--- config.mk ---
export PLATFORM = sky130hd
export DESIGN_NAME = uart_tx_v2_0
export DESIGN_NICKNAME = d
export VERILOG_FILES = /design/src/rtl/uart_tx_v2_0.sv
export SDC_FILE = /design/constraint.sdc
export NUM_CORES = 1
export LEC_CHECK = 0
export ABC_AREA = 1
export BUFFER_PORTS_ARGS = -buffer_cell sky130_fd_sc_hd__buf_2
export CORE_UTILIZATION = 55
export DETAILED_ROUTE_END_ITERATION = 8
export PLACE_DENSITY = 0.8
export SYNTH_ARGS = -nofsm -noshare
export SYNTH_HDL_FRONTEND = slang
export SYNTH_SLANG_ARGS = --single-unit
--- constraint.sdc ---
create_clock -name clk -period 7.2 [get_ports clk]
set_input_delay 2.16 -clock clk [delete_from_list [all_inputs] [get_ports clk]]
set_output_delay 2.16 -clock clk [all_outputs]
set_load 0.05 [all_outputs]
--- src/rtl/uart_tx_v2_0.sv ---
// uart_tx_v2_0: multi-byte UART transmitter with runtime divisor, 5-8 data bits, parity and 1/2 stop bits
module uart_tx_v2_0 #(
  parameter int P_MAX_BYTES    = 4,
  parameter int P_NBYTES_WIDTH = 3,
  parameter int P_DIV_WIDTH    = 16
) (
  input  logic                       clk,
  input  logic                       rst,
  input  logic [8*P_MAX_BYTES-1:0]   ip_data,
  input  logic [P_NBYTES_WIDTH-1:0]  ip_nbytes,
  input  logic [P_DIV_WIDTH-1:0]     ip_baud_div,
  input  logic [1:0]                 ip_data_bits,
  input  logic [1:0]                 ip_parity,
  input  logic                       i_stop2,
  input  logic                       i_data_valid,
  output logic                       o_data_ready,
  output logic                       o_busy,
  output logic                       or_tx,
  output logic                       o_frame_done
);
  typedef enum logic [2:0] {IDLE, START, DATA, PARITY, STOP} state_t;
  state_t state_q, state_d;
  logic go_q, go_d, stop_q, stop_d, stop2_q, stop2_d, tx_q, tx_d, done_q, done_d;
  logic [P_DIV_WIDTH-1:0] cnt_q, cnt_d, div_q, div_d;
  logic [2:0] bit_q, bit_d, nxt;
  logic [P_NBYTES_WIDTH-1:0] byte_q, byte_d, nb_clamp;
  logic [8*P_MAX_BYTES-1:0] data_q, data_d;
  logic [1:0] nbits_q, nbits_d, par_q, par_d;
  logic tick, last_bit, par_bit;
  logic [7:0] cur, mask;
  assign nb_clamp = (ip_nbytes == '0) ? P_NBYTES_WIDTH'(1) :
                    (ip_nbytes > P_NBYTES_WIDTH'(P_MAX_BYTES)) ? P_NBYTES_WIDTH'(P_MAX_BYTES) : ip_nbytes;
  assign cur      = 8'(data_q >> (32'(byte_q) * 8));
  assign mask     = 8'hFF >> (2'd3 - nbits_q);
  assign par_bit  = (par_q == 2'b01) ? ~^(cur & mask) : ^(cur & mask);
  assign tick     = cnt_q == div_q;
  assign last_bit = bit_q == ({1'b0, nbits_q} + 3'd4);
  assign nxt      = bit_q + 3'd1;
  assign o_data_ready = state_q == IDLE;
  assign o_busy       = state_q != IDLE;
  assign or_tx        = tx_q;
  assign o_frame_done = done_q;
  // Acceptance only arms go_q; START follows one edge later so line and busy move together
  always_comb begin
    state_d = state_q;
    go_d    = go_q;
    stop_d  = stop_q;
    stop2_d = stop2_q;
    tx_d    = tx_q;
    done_d  = 1'b0;
    div_d   = div_q;
    bit_d   = bit_q;
    byte_d  = byte_q;
    data_d  = data_q;
    nbits_d = nbits_q;
    par_d   = par_q;
    cnt_d   = (state_q == IDLE || tick) ? '0 : cnt_q + 1'b1;
    case (state_q)
      IDLE: begin
        go_d = 1'b0;
        if (go_q) begin
          state_d = START;
          tx_d    = 1'b0;
        end else if (i_data_valid) begin
          go_d    = 1'b1;
          data_d  = ip_data;
          byte_d  = nb_clamp - 1'b1;
          div_d   = ip_baud_div;
          nbits_d = ip_data_bits;
          par_d   = ip_parity;
          stop2_d = i_stop2;
        end
      end
      START: if (tick) begin
        state_d = DATA;
        bit_d   = '0;
        tx_d    = cur[0];
      end
      DATA: if (tick) begin
        if (!last_bit) begin
          bit_d = nxt;
          tx_d  = cur[nxt];
        end else if (^par_q) begin
          state_d = PARITY;
          tx_d    = par_bit;
        end else begin
          state_d = STOP;
          stop_d  = 1'b0;
          tx_d    = 1'b1;
        end
      end
      PARITY: if (tick) begin
        state_d = STOP;
        stop_d  = 1'b0;
        tx_d    = 1'b1;
      end
      STOP: if (tick) begin
        if (stop2_q && !stop_q) begin
          stop_d = 1'b1;
        end else if (byte_q == '0) begin
          state_d = IDLE;
          done_d  = 1'b1;
        end else begin
          state_d = START;
          byte_d  = byte_q - 1'b1;
          tx_d    = 1'b0;
        end
      end
      default: state_d = IDLE;
    endcase
  end
  always_ff @(posedge clk or posedge rst) begin
    if (rst) begin
      state_q <= IDLE;
      go_q    <= 1'b0;
      stop_q  <= 1'b0;
      stop2_q <= 1'b0;
      tx_q    <= 1'b1;
      done_q  <= 1'b0;
      cnt_q   <= '0;
      div_q   <= '0;
      bit_q   <= '0;
      byte_q  <= '0;
      data_q  <= '0;
      nbits_q <= '0;
      par_q   <= '0;
    end else begin
      state_q <= state_d;
      go_q    <= go_d;
      stop_q  <= stop_d;
      stop2_q <= stop2_d;
      tx_q    <= tx_d;
      done_q  <= done_d;
      cnt_q   <= cnt_d;
      div_q   <= div_d;
      bit_q   <= bit_d;
      byte_q  <= byte_d;
      data_q  <= data_d;
      nbits_q <= nbits_d;
      par_q   <= par_d;
    end
  end
endmodule

==> results.txt <==
status -> finished, final reports clean
P_sw -> 180.7 uW
critical path endpoint category -> primary output
switching share of power -> 0.2082
core area -> 7807 um^2
post-synth net total -> 575
port bufs -> 62
Detailed Route Iter0 Violations -> 188
Slew headroom -> 0.3226
skew final -> 0.009948 ns
DR vias -> 3642
Seq cells post-synth -> 82
Worst-Margin Slew -> 1.016 ns
Finish-stage setup viols -> 0
CTS tree -> done
Finished Layout Cells -> 679
Required @ worst endpoint -> 5.04 ns
crit share post-route -> 0.5287
crit-path max FO -> 6
Final Hold Vio Count -> 0
Slew Viols, Final -> 0
clock power share -> 0.438
Cell variety after synth -> 39
Die W -> 92.13 um
Mean Syn Cell Area -> 8.727 um^2
first-pass GRT wire length -> 16080 um
IR drop worst, VDD -> 0.0001196 V
Hold Buf Count CTS -> 0
Place WS -> 3.609 ns
final worst slack -> 3.394 ns
DR DRC count -> 0
Max-cap violations -> 0
CTS Root Cell -> clkbuf_8
total power draw -> 868.3 uW
Total GRT Usage -> 0.2407
final wirelength -> 9312 um
sequential power share -> 0.530
hold crit path type -> flip-flop to flip-flop
Detail Route Antenna Nets -> 0
placed wire-length estimate -> 6699 um
Post-Route Setup TNS -> 0 ns
Synth-to-Final Area Change -> 13.55%
Gate power share -> 0.032
CP max stage delay -> 0.44 ns
DRT Pass-1 Iters -> 4
Seq/Total Area, Yosys -> 0.4595
post-CTS setup buffers -> 0
Die Height -> 92.13 um
fmax -> 262.7 MHz
number of gates resized after CTS -> 0
dpl cells -> 663
clock slew at reported path FFs -> 0.08 ns
PwrDens -> 171.1 nW/um^2
Final nets -> 635
synthesis warning total -> 0
clock tree buffer depth -> 2
vias in the first global route -> 3586
Post-Syn Area -> 4468 um^2
Via density -> 5.364
crit-path cells -> nor2_1 > inv_1 > nor2_4 > buf_2
fill count -> 653
Setup CP Type -> flip-flop to primary output
Initial Util -> 0.5723
RePlAce Congestion -> 0.8806
Num CTS Buffers -> 9
ant diodes -> 0
I/O pins -> 63
commonest non-fill, non-tap cell in the layout -> nand2_1
initial antenna violation count -> 0
Std-Cell Rows -> 32
internal power -> 687.5 uW
highest-delay cell along the critical path -> dfrtp_1
WP data arrival -> 1.65 ns
Syn Inst Count -> 512
grt total ovfl -> 0
RSZ-0062 raised after global routing -> false
die area -> 8488 um^2
post-DR wirelength/cell -> 13.71 um
share of layout cells above drive strength 1 -> 0.2825
worst-skew pair later-pin latency -> 0.35 ns
crit path launch type -> flip-flop
P_leak -> 2.567 nW
largest net degree at the start of global routing -> 83
Final min period -> 3.806 ns
H-tree depth -> 3
clk sinks -> 82
commonest cells after routing, fill and taps aside -> 106 x nand2_1, 81 x dfrtp_1, 62 x buf_2
-- metal layers --
metal | wire length (um) | vias up | global-route usage
li1 | - | 1780 | -
met1 | 4207 | 1767 | 0.3187
met2 | 4630 | 88 | 0.3924
met3 | 378 | 7 | 0.04809
met4 | 95 | 0 | 0.08724
met5 | 0 | - | 0
-- worst paths after layout --
check                                       start               endpoint  slack, ns  cells past startpoint
setup / recovery           state_q[0]$_DFFE_PP0P_           o_data_ready       3.39                      4
hold / removal                 stop_q$_DFFE_PP0P_     stop_q$_DFFE_PP0P_       0.49                      2
setup reg to reg            byte_q[0]$_DFFE_PP0P_      or_tx$_DFFE_PP1P_       4.79                     15
hold reg to reg                stop_q$_DFFE_PP0P_     stop_q$_DFFE_PP0P_       0.49                      2
max in group asynchronous                     rst   par_q[1]$_DFFE_PP0P_       4.42                      3
min in group asynchronous                     rst  div_q[15]$_DFFE_PP0P_       2.10                      3
-- cells in the mapped netlist --
master	n	area [um^2]
o21ai_4	1	16.27
nor3b_1	7	52.55
nor4_1	1	6.260
clkinv_1	1	3.750
nor3_4	1	16.27
xnor2_1	15	131.4
o2111ai_1	1	8.760
o22ai_1	3	18.77
inv_1	51	191.4
nand3_1	40	200.2
nand2_1	107	401.6
xor2_1	4	35.03
or2_1	1	6.260
nand2_2	4	25.02
nor3_1	4	20.02
nor2_4	4	45.04
inv_2	9	33.78
nand3_4	1	17.52
dfstp_2	1	26.28
nand4_1	9	56.30
nand3_2	1	10.01
o2111a_2	1	12.51
a21oi_2	1	8.760
buf_2	13	65.06
nor4_2	1	12.51
and2_4	1	8.760
o21a_1	2	15.01
o21ai_1	5	25.02
o211ai_1	1	7.510
nand2_4	2	22.52
o21ai_0	9	45.04
dfrtp_1	81	2027
buf_4	2	15.01
nor3_2	2	20.02
mux2_2	39	439.2
ha_1	4	50.05
a21oi_1	25	125.1
nor2_1	44	165.2
nor2_2	13	81.33
-- flip-flops by register name, indices dropped and copies added (netlist names) --
name          count
bit_q             3
stop2_q           1
data_q           32
nbits_q           2
div_q            16
cnt_q            16
state_q           3
or_tx             1
stop_q            1
byte_q            3
go_q              1
par_q             2
o_frame_done      1
-- critical path: cells and delay by family (launching register included) --
kind                   cells  cell delay, ns
buffers and inverters      2            0.45
AND/OR/NAND/NOR            2            0.40
flip-flops                 1            0.44
-- cell families after synthesis --
| kind of cell | count (synthesis) | synth area share |
|---|---|---|
| and+or+nand+nor | 243 | 0.2613 |
| xor gates and xnor gates | 19 | 0.03724 |
| buffers and inverters | 76 | 0.06916 |
| adders and majority gates | 4 | 0.01120 |
| muxes | 39 | 0.09829 |
| DFF | 82 | 0.4595 |
| AOI/OAI and AO/OA | 49 | 0.06329 |
-- metrics by stage --
step                      hold slack [ns]  utilization  instance area (um^2)
after floorplan                    0.4530            -                  4468
after global placement             0.4657       0.6205                  4845
after detailed placement           0.4787       0.6205                  4845
after CTS                          0.4986       0.6498                  5074
after global routing               0.5247       0.6498                  5074
final                              0.4932       0.6498                  5074
-- layout make-up --
type                            instances  area (um^2)  share of cell area
Clock inverter                          4        73.82             0.01455
Multi-Input combinational cell        354         2108              0.4155
Sequential cell                        82         2053              0.4047
Tap cell                              102        127.6             0.02515
Timing Repair Buffer                   64        325.3             0.06412
Clock buffer                           12        155.1             0.03058
Inverter                               61        230.2             0.04538
-- power groups by stage --
stage               clock network (mW)  registers (mW)  logic [mW]
CTS                              0.384           0.460      0.0291
detailed placement                   0           0.469      0.0290
global placement                     0           0.469      0.0282
floorplan                            0           0.469     0.00969
finish                           0.380           0.460      0.0280
global route                     0.407           0.460      0.0324
(Power assumes the default switching activity.)
